**src/rtl/keypad_kbd_bridge.sv**
```systemverilog
// Bridges keypad scanner key events into a Hack-style KBD register value.
// Events are queued as raw indices, mapped to ASCII on display, held, then released.
module keypad_kbd_bridge #(
  parameter int FIFO_DEPTH  = 4,
  parameter int HOLD_CYCLES = 1000000,
  parameter int GAP_CYCLES  = 1000
) (
  input  logic                          clk,
  input  logic                          rst,
  input  logic [3:0]                    key_index,
  input  logic                          key_valid,
  input  logic                          kbd_clear,
  output logic [15:0]                   kbd_out,
  output logic [$clog2(FIFO_DEPTH):0]   fifo_count,
  output logic                          overflow,
  output logic                          busy
);

  localparam int PTR_W  = $clog2(FIFO_DEPTH);
  localparam int CNT_W  = PTR_W + 1;
  localparam int MAX_C  = (HOLD_CYCLES > GAP_CYCLES) ? HOLD_CYCLES : GAP_CYCLES;
  localparam int TMR_W  = (MAX_C > 1) ? $clog2(MAX_C) : 1;
  localparam logic [TMR_W-1:0] HOLD_LAST = TMR_W'(HOLD_CYCLES - 1);
  localparam logic [TMR_W-1:0] GAP_LAST  = TMR_W'(GAP_CYCLES - 1);
  localparam logic [CNT_W-1:0] DEPTH_C   = CNT_W'(FIFO_DEPTH);

  // Handshake: key_valid is a single-cycle strobe with no ready; an event
  // is taken on the edge it is high, or dropped (sticky overflow) if full.
  typedef enum logic [1:0] {
    ST_IDLE = 2'd0,
    ST_HOLD = 2'd1,
    ST_GAP  = 2'd2
  } state_t;

  state_t             state_q, state_d;
  logic [TMR_W-1:0]   timer_q, timer_d;
  logic [15:0]        kbd_q, kbd_d;
  logic [3:0]         mem_q [FIFO_DEPTH];
  logic [3:0]         mem_d [FIFO_DEPTH];
  logic [PTR_W-1:0]   wr_ptr_q, wr_ptr_d;
  logic [PTR_W-1:0]   rd_ptr_q, rd_ptr_d;
  logic [CNT_W-1:0]   count_q, count_d;
  logic               overflow_q, overflow_d;
  logic               pop;
  logic               push;

  function automatic logic [7:0] key_ascii(input logic [3:0] idx);
    logic [7:0] code;
    case (idx)
      4'd0:    code = 8'h31;
      4'd1:    code = 8'h32;
      4'd2:    code = 8'h33;
      4'd3:    code = 8'h41;
      4'd4:    code = 8'h34;
      4'd5:    code = 8'h35;
      4'd6:    code = 8'h36;
      4'd7:    code = 8'h42;
      4'd8:    code = 8'h37;
      4'd9:    code = 8'h38;
      4'd10:   code = 8'h39;
      4'd11:   code = 8'h43;
      4'd12:   code = 8'h2A;
      4'd13:   code = 8'h30;
      4'd14:   code = 8'h23;
      default: code = 8'h44;
    endcase
    return code;
  endfunction

  // Display FSM: the pop decision uses the registered count, so the FIFO is never bypassed.
  always_comb begin
    state_d = state_q;
    timer_d = timer_q;
    kbd_d   = kbd_q;
    pop     = 1'b0;
    case (state_q)
      ST_IDLE: begin
        kbd_d = 16'h0000;
        if (count_q != '0) begin
          pop     = 1'b1;
          kbd_d   = {8'h00, key_ascii(mem_q[rd_ptr_q])};
          timer_d = '0;
          state_d = ST_HOLD;
        end
      end
      ST_HOLD: begin
        if ((timer_q == HOLD_LAST) || kbd_clear) begin
          kbd_d   = 16'h0000;
          timer_d = '0;
          state_d = ST_GAP;
        end else begin
          timer_d = timer_q + TMR_W'(1);
        end
      end
      ST_GAP: begin
        kbd_d = 16'h0000;
        if (timer_q == GAP_LAST) begin
          timer_d = '0;
          state_d = ST_IDLE;
        end else begin
          timer_d = timer_q + TMR_W'(1);
        end
      end
      default: begin
        kbd_d   = 16'h0000;
        timer_d = '0;
        state_d = ST_IDLE;
      end
    endcase
  end

  // A full FIFO still accepts when the head leaves on the same edge.
  always_comb begin
    push       = key_valid && ((count_q < DEPTH_C) || pop);
    overflow_d = overflow_q || (key_valid && !push);
    mem_d      = mem_q;
    wr_ptr_d   = wr_ptr_q;
    rd_ptr_d   = rd_ptr_q;
    count_d    = count_q;
    if (push) begin
      mem_d[wr_ptr_q] = key_index;
      wr_ptr_d        = wr_ptr_q + PTR_W'(1);
    end
    if (pop) begin
      rd_ptr_d = rd_ptr_q + PTR_W'(1);
    end
    if (push && !pop) begin
      count_d = count_q + CNT_W'(1);
    end else if (pop && !push) begin
      count_d = count_q - CNT_W'(1);
    end
  end

  always_ff @(posedge clk) begin
    if (rst) begin
      state_q    <= ST_IDLE;
      timer_q    <= '0;
      kbd_q      <= 16'h0000;
      wr_ptr_q   <= '0;
      rd_ptr_q   <= '0;
      count_q    <= '0;
      overflow_q <= 1'b0;
      for (int i = 0; i < FIFO_DEPTH; i++) begin
        mem_q[i] <= 4'h0;
      end
    end else begin
      state_q    <= state_d;
      timer_q    <= timer_d;
      kbd_q      <= kbd_d;
      wr_ptr_q   <= wr_ptr_d;
      rd_ptr_q   <= rd_ptr_d;
      count_q    <= count_d;
      overflow_q <= overflow_d;
      for (int i = 0; i < FIFO_DEPTH; i++) begin
        mem_q[i] <= mem_d[i];
      end
    end
  end

  assign kbd_out    = kbd_q;
  assign fifo_count = count_q;
  assign overflow   = overflow_q;
  assign busy       = (state_q != ST_IDLE);

endmodule

```
**config.mk**
```make
export PLATFORM = sky130hd
export DESIGN_NAME = keypad_kbd_bridge
export DESIGN_NICKNAME = d
export VERILOG_FILES = /design/src/rtl/keypad_kbd_bridge.sv
export SDC_FILE = /design/constraint.sdc
export NUM_CORES = 1
export LEC_CHECK = 0
export CAP_MARGIN = 10
export CORE_MARGIN = 2
export CORE_UTILIZATION = 40
export DETAILED_ROUTE_END_ITERATION = 6
export HOLD_SLACK_MARGIN = 0.12
export PLACE_DENSITY = 0.71
export SLEW_MARGIN = 10
export SYNTH_ARGS = -nofsm -noshare
export SYNTH_HDL_FRONTEND = slang
export SYNTH_SLANG_ARGS = --single-unit
```
**constraint.sdc**
```tcl
create_clock -name clk -period 5.7 [get_ports clk]
set_clock_uncertainty 0.15 [all_clocks]
set_input_delay 1.425 -clock clk [delete_from_list [all_inputs] [get_ports clk]]
set_output_delay 1.425 -clock clk [all_outputs]
set_load 0.02 [all_outputs]
```
==> flow_summary.ini, run 1 <==
[outcome]
status = completed

[detailed_routing]
post_drt_wl_per_cell_um = 13.0
antenna_left = 0
first_pass_iters = 4
drc = 0
wirelength_mm = 5.43
drt_iter0_markers = 121
drt-vias-per-instance = 5.31
vias = 2211

[sta]
tightestPinTransition_ns = 0.690
max_freq_ghz = 0.285
setup_viol = 0
period_needed_ns = 3.51
period_share_pct = 61.5
relSlewSlack_pct = 54.0
tns_ns = 0
finalHoldViolCount = 0
setup_ws_ns = 2.19
rsz0062_at_grt = no
drv_slew = 0
holdWs_ns = 0.312

[clock_tree]
cts_made_buffers = 5
cts_resized = 0
cts.clk_slew.worst_paths_ns = 0.10
cts_setup_buffers = 0
clk_latency_ns = 0.31
h-tree-depth = 2
root_buffer = clkbuf_8
cts_tree = done
clock_path_buffers = 2
ctsHoldBuffers = 0
clock-sinks = 53

[place]
io_buffers = 19
dp.final_hpwl_mm = 3.90
dp_slack_ns = 1.87
place_congestion = 0.823
place_area_um2 = 3000
dp_cells = 408

[critical_path]
crit_path_start_kind = input port
arrival_ns = 3.60
endpoint_kind = flip-flop
worstPathMaxFanout = 23
worstSetupPathType = in -> reg
worstPathRequired_ns = 5.80

[synthesis]
synth_top_area_share_pct = 38.3
syn_area_um2 = 2770
syn_area_per_cell_um2 = 8.72
synth_warnings = 0
syn-instance-count = 318
synth_edf_count = 0
yosys.area.top_type = dfxtp_1
async_reset_ff_share_pct = 0
synth-seq-cells = 53
synth.area.top_cells = dfxtp_1 (38%), ha_1 (6.8%), nand3_1 (5.2%), nor2_1 (5.1%), nand2_1 (4.7%)
yosysSeqAreaShare_pct = 38.3
ys.flop_type = dfxtp_1
ys_types = 45

[grt]
grt_pass1_wl_mm = 9.17
antenna_found_initial = 0
grt_max_degree = 38
grt_pass1_vias = 2004
grt.overflow.total = 0
grt_use_total_pct = 15.1

[power_and_ir_drop]
cellPowerDensity_nw_per_um2 = 392
max-vdd-ir-drop_mv = 0.275
power.leakage_uw = 0.00116

[floorplan]
die_area_um2 = 7610
die_y_um = 87.2
die-width_um = 87.2
pin_count = 29
rows = 30
core_um2 = 6760
start_util_pct = 41.0

[cells_and_area]
instances_no_fill = 416
final_common_cell = dfxtp_1
antennaDiodeCount = 0
syn_to_final_growth_pct = 13.0
finalNetCount = 359
final_cell_mix = dfxtp_1 (53), nor2_1 (38), nand2_1 (35)
layout-drive-gt1-share_pct = 8.04
nFillCells = 665
finalInstanceArea_um2 = 3130

[min_path]
holdCritPathClass = reg -> reg

[flow_run]
max_cap_viol_count = 0
## Yosys cell counts (2+ instances only)
cell type	number
a21boi_1	2
xor2_1	10
mux2i_1	8
o21ai_0	3
buf_1	2
inv_1	11
xnor2_1	9
nor3_1	6
nor4_1	2
a22oi_1	4
clkbuf_1	5
mux4_2	4
nand3_1	29
nor2_2	3
buf_4	10
or4_1	2
a21oi_1	26
nand3_2	3
a21o_1	5
or3_1	3
nor4_4	2
nand2_1	35
and2_1	2
nand4_1	5
buf_2	2
nor4b_1	2
ha_1	15
dfxtp_1	53
and3_1	2
nor2_1	38
## sequential cells by signal (all words and copies together) (netlist names)
name / flops
fifo_count: 3
kbd_out: 7
mem_q: 16
overflow: 1
rd_ptr_q: 2
state_q: 2
timer_q: 20
wr_ptr_q: 2
## report_power, final
part           switching (µW)  internal (µW)
combinational             281            187
sequential               39.1            412
clock                     130            177
## metal layers
metal  part of all wire, %  vias to the layer above  global-route usage [%]
met4                   1.6                        0                    6.15
li1                      -                     1126                       -
met1                    51                     1026                    20.6
met3                   3.3                        8                    2.94
met2                    45                       51                    23.3
met5                     0                        -                       0
## logic make-up (layout without fill, tap and decap cells)
logic type / count (synthesis) / after routing / share of synthesized area (%)
AOI/OAI and AO/OA: 49 / 49 / 11.6
xor gates and xnor gates: 19 / 19 / 6.00
adders and majority gates: 16 / 16 / 7.49
buffers and inverters: 30 / 40 / 5.51
DFF: 53 / 53 / 38.3
muxes: 12 / 12 / 6.14
other: 1 / 9 / 0.135
and+or+nand+nor: 138 / 138 / 24.8
## stage by stage
| stage | util (%) | total power, µW |
|---|---|---|
| after floorplan | - | 808 |
| after global placement | 44.3 | 915 |
| final | 46.4 | 1230 |
| after CTS | 46.4 | 1240 |
| after detailed placement | 44.3 | 928 |
| after global routing | 46.4 | 1310 |
## final timing paths
path                                              start                    endpoint  slack [ns]  cells past startpoint
worst min register to register   mem_q[12]$_SDFFE_PP0P_      mem_q[12]$_SDFFE_PP0P_        0.31                      2
worst max-delay path                          key_valid  fifo_count[2]$_SDFFE_PP0P_        2.19                      9
worst min-delay path             mem_q[12]$_SDFFE_PP0P_      mem_q[12]$_SDFFE_PP0P_        0.31                      2
worst max register to register  state_q[0]$_SDFFE_PP0P_  fifo_count[2]$_SDFFE_PP0P_        3.07                     11
## layout make-up
cell class / count / area, µm² / area share [%]
inverter: 11 / 41.3 / 1.32
multi-input combinational: 243 / 1590 / 50.7
tap: 80 / 100 / 3.19
timing repair buffer: 21 / 205 / 6.55
clock buffer: 5 / 68.8 / 2.20
sequential: 53 / 1060 / 33.9
clock inverter: 3 / 68.8 / 2.20
## worst max-delay path: stages
cell and delay, ns:
clkdlybuf4s50_1 0.47, a21boi_1 0.15, buf_4 0.26, ha_1 0.23
inv_1 0.07, fa_1 0.37, xor2_1 0.18, or3_1 0.31
a21oi_1 0.14
No activity file was read; power rests on OpenSTA's default activity.
==> run 2, diff against run 1 <==
==> constraint.sdc (replaced) <==
create_clock -name clk -period 3.5 [get_ports clk]
set_clock_uncertainty 0.15 [all_clocks]
set_input_delay 0.875 -clock clk [delete_from_list [all_inputs] [get_ports clk]]
set_output_delay 0.875 -clock clk [all_outputs]
set_load 0.02 [all_outputs]
==> flow_summary.ini, run 2 (synthesis gave the netlist of run 1 again) <==
[outcome]
status = completed

[place]
place_area_um2 = 3000
place_congestion = 0.804
dp.final_hpwl_mm = 3.92
dp_slack_ns = 0.472
io_buffers = 19

[sta]
period_needed_ns = 2.76
period_share_pct = 78.9
setup_ws_ns = 0.739
drv_slew = 0
relSlewSlack_pct = 64.5
tightestPinTransition_ns = 0.532
max_freq_ghz = 0.362
rsz0062_at_grt = no
tns_ns = 0
setup_viol = 0
finalHoldViolCount = 0
holdWs_ns = 0.310

[critical_path]
worstPathRequired_ns = 2.47
path_cells = inv_1, ha_1, inv_1, clkdlybuf4s50_1
reg2reg_from = state_q[0]$_SDFFE_PP0P_
critPathSlowestCell = clkdlybuf4s50_1
endpoint_kind = output port
arrival_ns = 1.74
worstSetupPathType = reg -> out
critPathMostFrequentCell = inv_1
cpPeakStageDelay_ns = 0.62
worstPathMaxFanout = 4
critPathLaunch = state_q[0]$_SDFFE_PP0P_
crit_path_start_kind = flip-flop

[clock_tree]
ctsHoldBuffers = 0
h-tree-depth = 2
cts_resized = 0
cts_tree = done
clk_latency_ns = 0.31
clock-sinks = 53
cts.clk_slew.worst_paths_ns = 0.10
cts_setup_buffers = 0
cts_made_buffers = 5
root_buffer = clkbuf_8
clock_path_buffers = 2

[grt]
grt_pass1_wl_mm = 9.40
grt_pass1_vias = 2001
antenna_found_initial = 0
grt.overflow.total = 0
grt_use_total_pct = 15.3
grt_max_degree = 36

[cells_and_area]
nFillCells = 656
largest_register_ffs = 20
ff_latch_area_um2 = 1060
finalNetCount = 360
antennaDiodeCount = 0
multiInputGateArea_um2 = 1590
syn_to_final_growth_pct = 11.7
regMostFlops = timer_q
final_common_cell = dfxtp_1
finalInstanceArea_um2 = 3100
final_cell_mix = dfxtp_1 (53), nor2_1 (38), nand2_1 (35)
layout-drive-gt1-share_pct = 8.31

[detailed_routing]
first_pass_iters = 4
drc = 0
antenna_left = 0
drt_iter0_markers = 54
post_drt_wl_per_cell_um = 12.6
drt-vias-per-instance = 5.21
wirelength_mm = 5.24
vias = 2172

[power_and_ir_drop]
seqPwrFrac_pct = 39.4
cellPowerDensity_nw_per_um2 = 601
power.switching_uw = 736
p_sw_share_pct = 39.5
clockPowerShare_pct = 19.4
p_total_uw = 1860
max-vdd-ir-drop_mv = 0.525
power.leakage_uw = 0.00114
pwr-share-comb_pct = 41.2
internal-power_uw = 1130

[floorplan]
die-width_um = 87.2
rows = 30
die_area_um2 = 7610
core_um2 = 6760
pin_count = 29
start_util_pct = 41.0
die_y_um = 87.2

[flow_run]
max_cap_viol_count = 0

[min_path]
worstHoldStart = mem_q[12]$_SDFFE_PP0P_
holdCritPathClass = reg -> reg
## run 2: changes by cell type in the layout (fill, tap and decap cells not counted), sizes merged
cell      before  now
bufinv         2    0
clkinv         0    1
clkinvlp       0    1
buf            2    3
## run 2: area by class of cell
type | count | area share, %
inverters | 11 | 1.33
multi-input cells | 243 | 51.3
clock buffers | 5 | 2.22
flip-flops and latches | 53 | 34.3
repair buffers | 22 | 6.87
well taps | 80 | 3.23
clock inverters | 3 | 0.808
## run 2: power groups by stage
stage               clock [µW]  combinational [µW]  sequential (µW)
CTS                        372                 776              736
global route               396                 873              746
floorplan                    0                 548              767
finish                     361                 767              734
global placement             0                 754              747
detailed placement           0                 774              749
## run 2: final timing paths
| path | end | slack (ns) | cells past startpoint |
|---|---|---|---|
| max | busy | 0.74 | 4 |
| min | mem_q[12]$_SDFFE_PP0P_ | 0.31 | 2 |
| max reg2reg | fifo_count[2]$_SDFFE_PP0P_ | 0.90 | 11 |
| min reg2reg | mem_q[12]$_SDFFE_PP0P_ | 0.31 | 2 |
## run 2: through the flow
stage               utilization, %  cells
detailed placement            44.4    409
CTS                           45.8    417
floorplan                        -    326
finish                        45.8    417
global route                  45.8    417
global placement              44.4    409
## run 2: critical path, delay by kind of cell (launching register included)
family                     cells  cell delay, ns
buffers and inverters          3            0.82
DFF                            1            0.37
adders and majority gates      1            0.23
## run 2: per-layer routing
layer	part of all wire, %	wire, µm	GRT usage (%)	up-vias
met5	0	0	0	-
li1	-	-	-	1125
met2	44	2290	23.0	33
met1	52	2740	21.7	1010
met4	1.2	64	5.45	0
met3	2.9	153	3.22	4
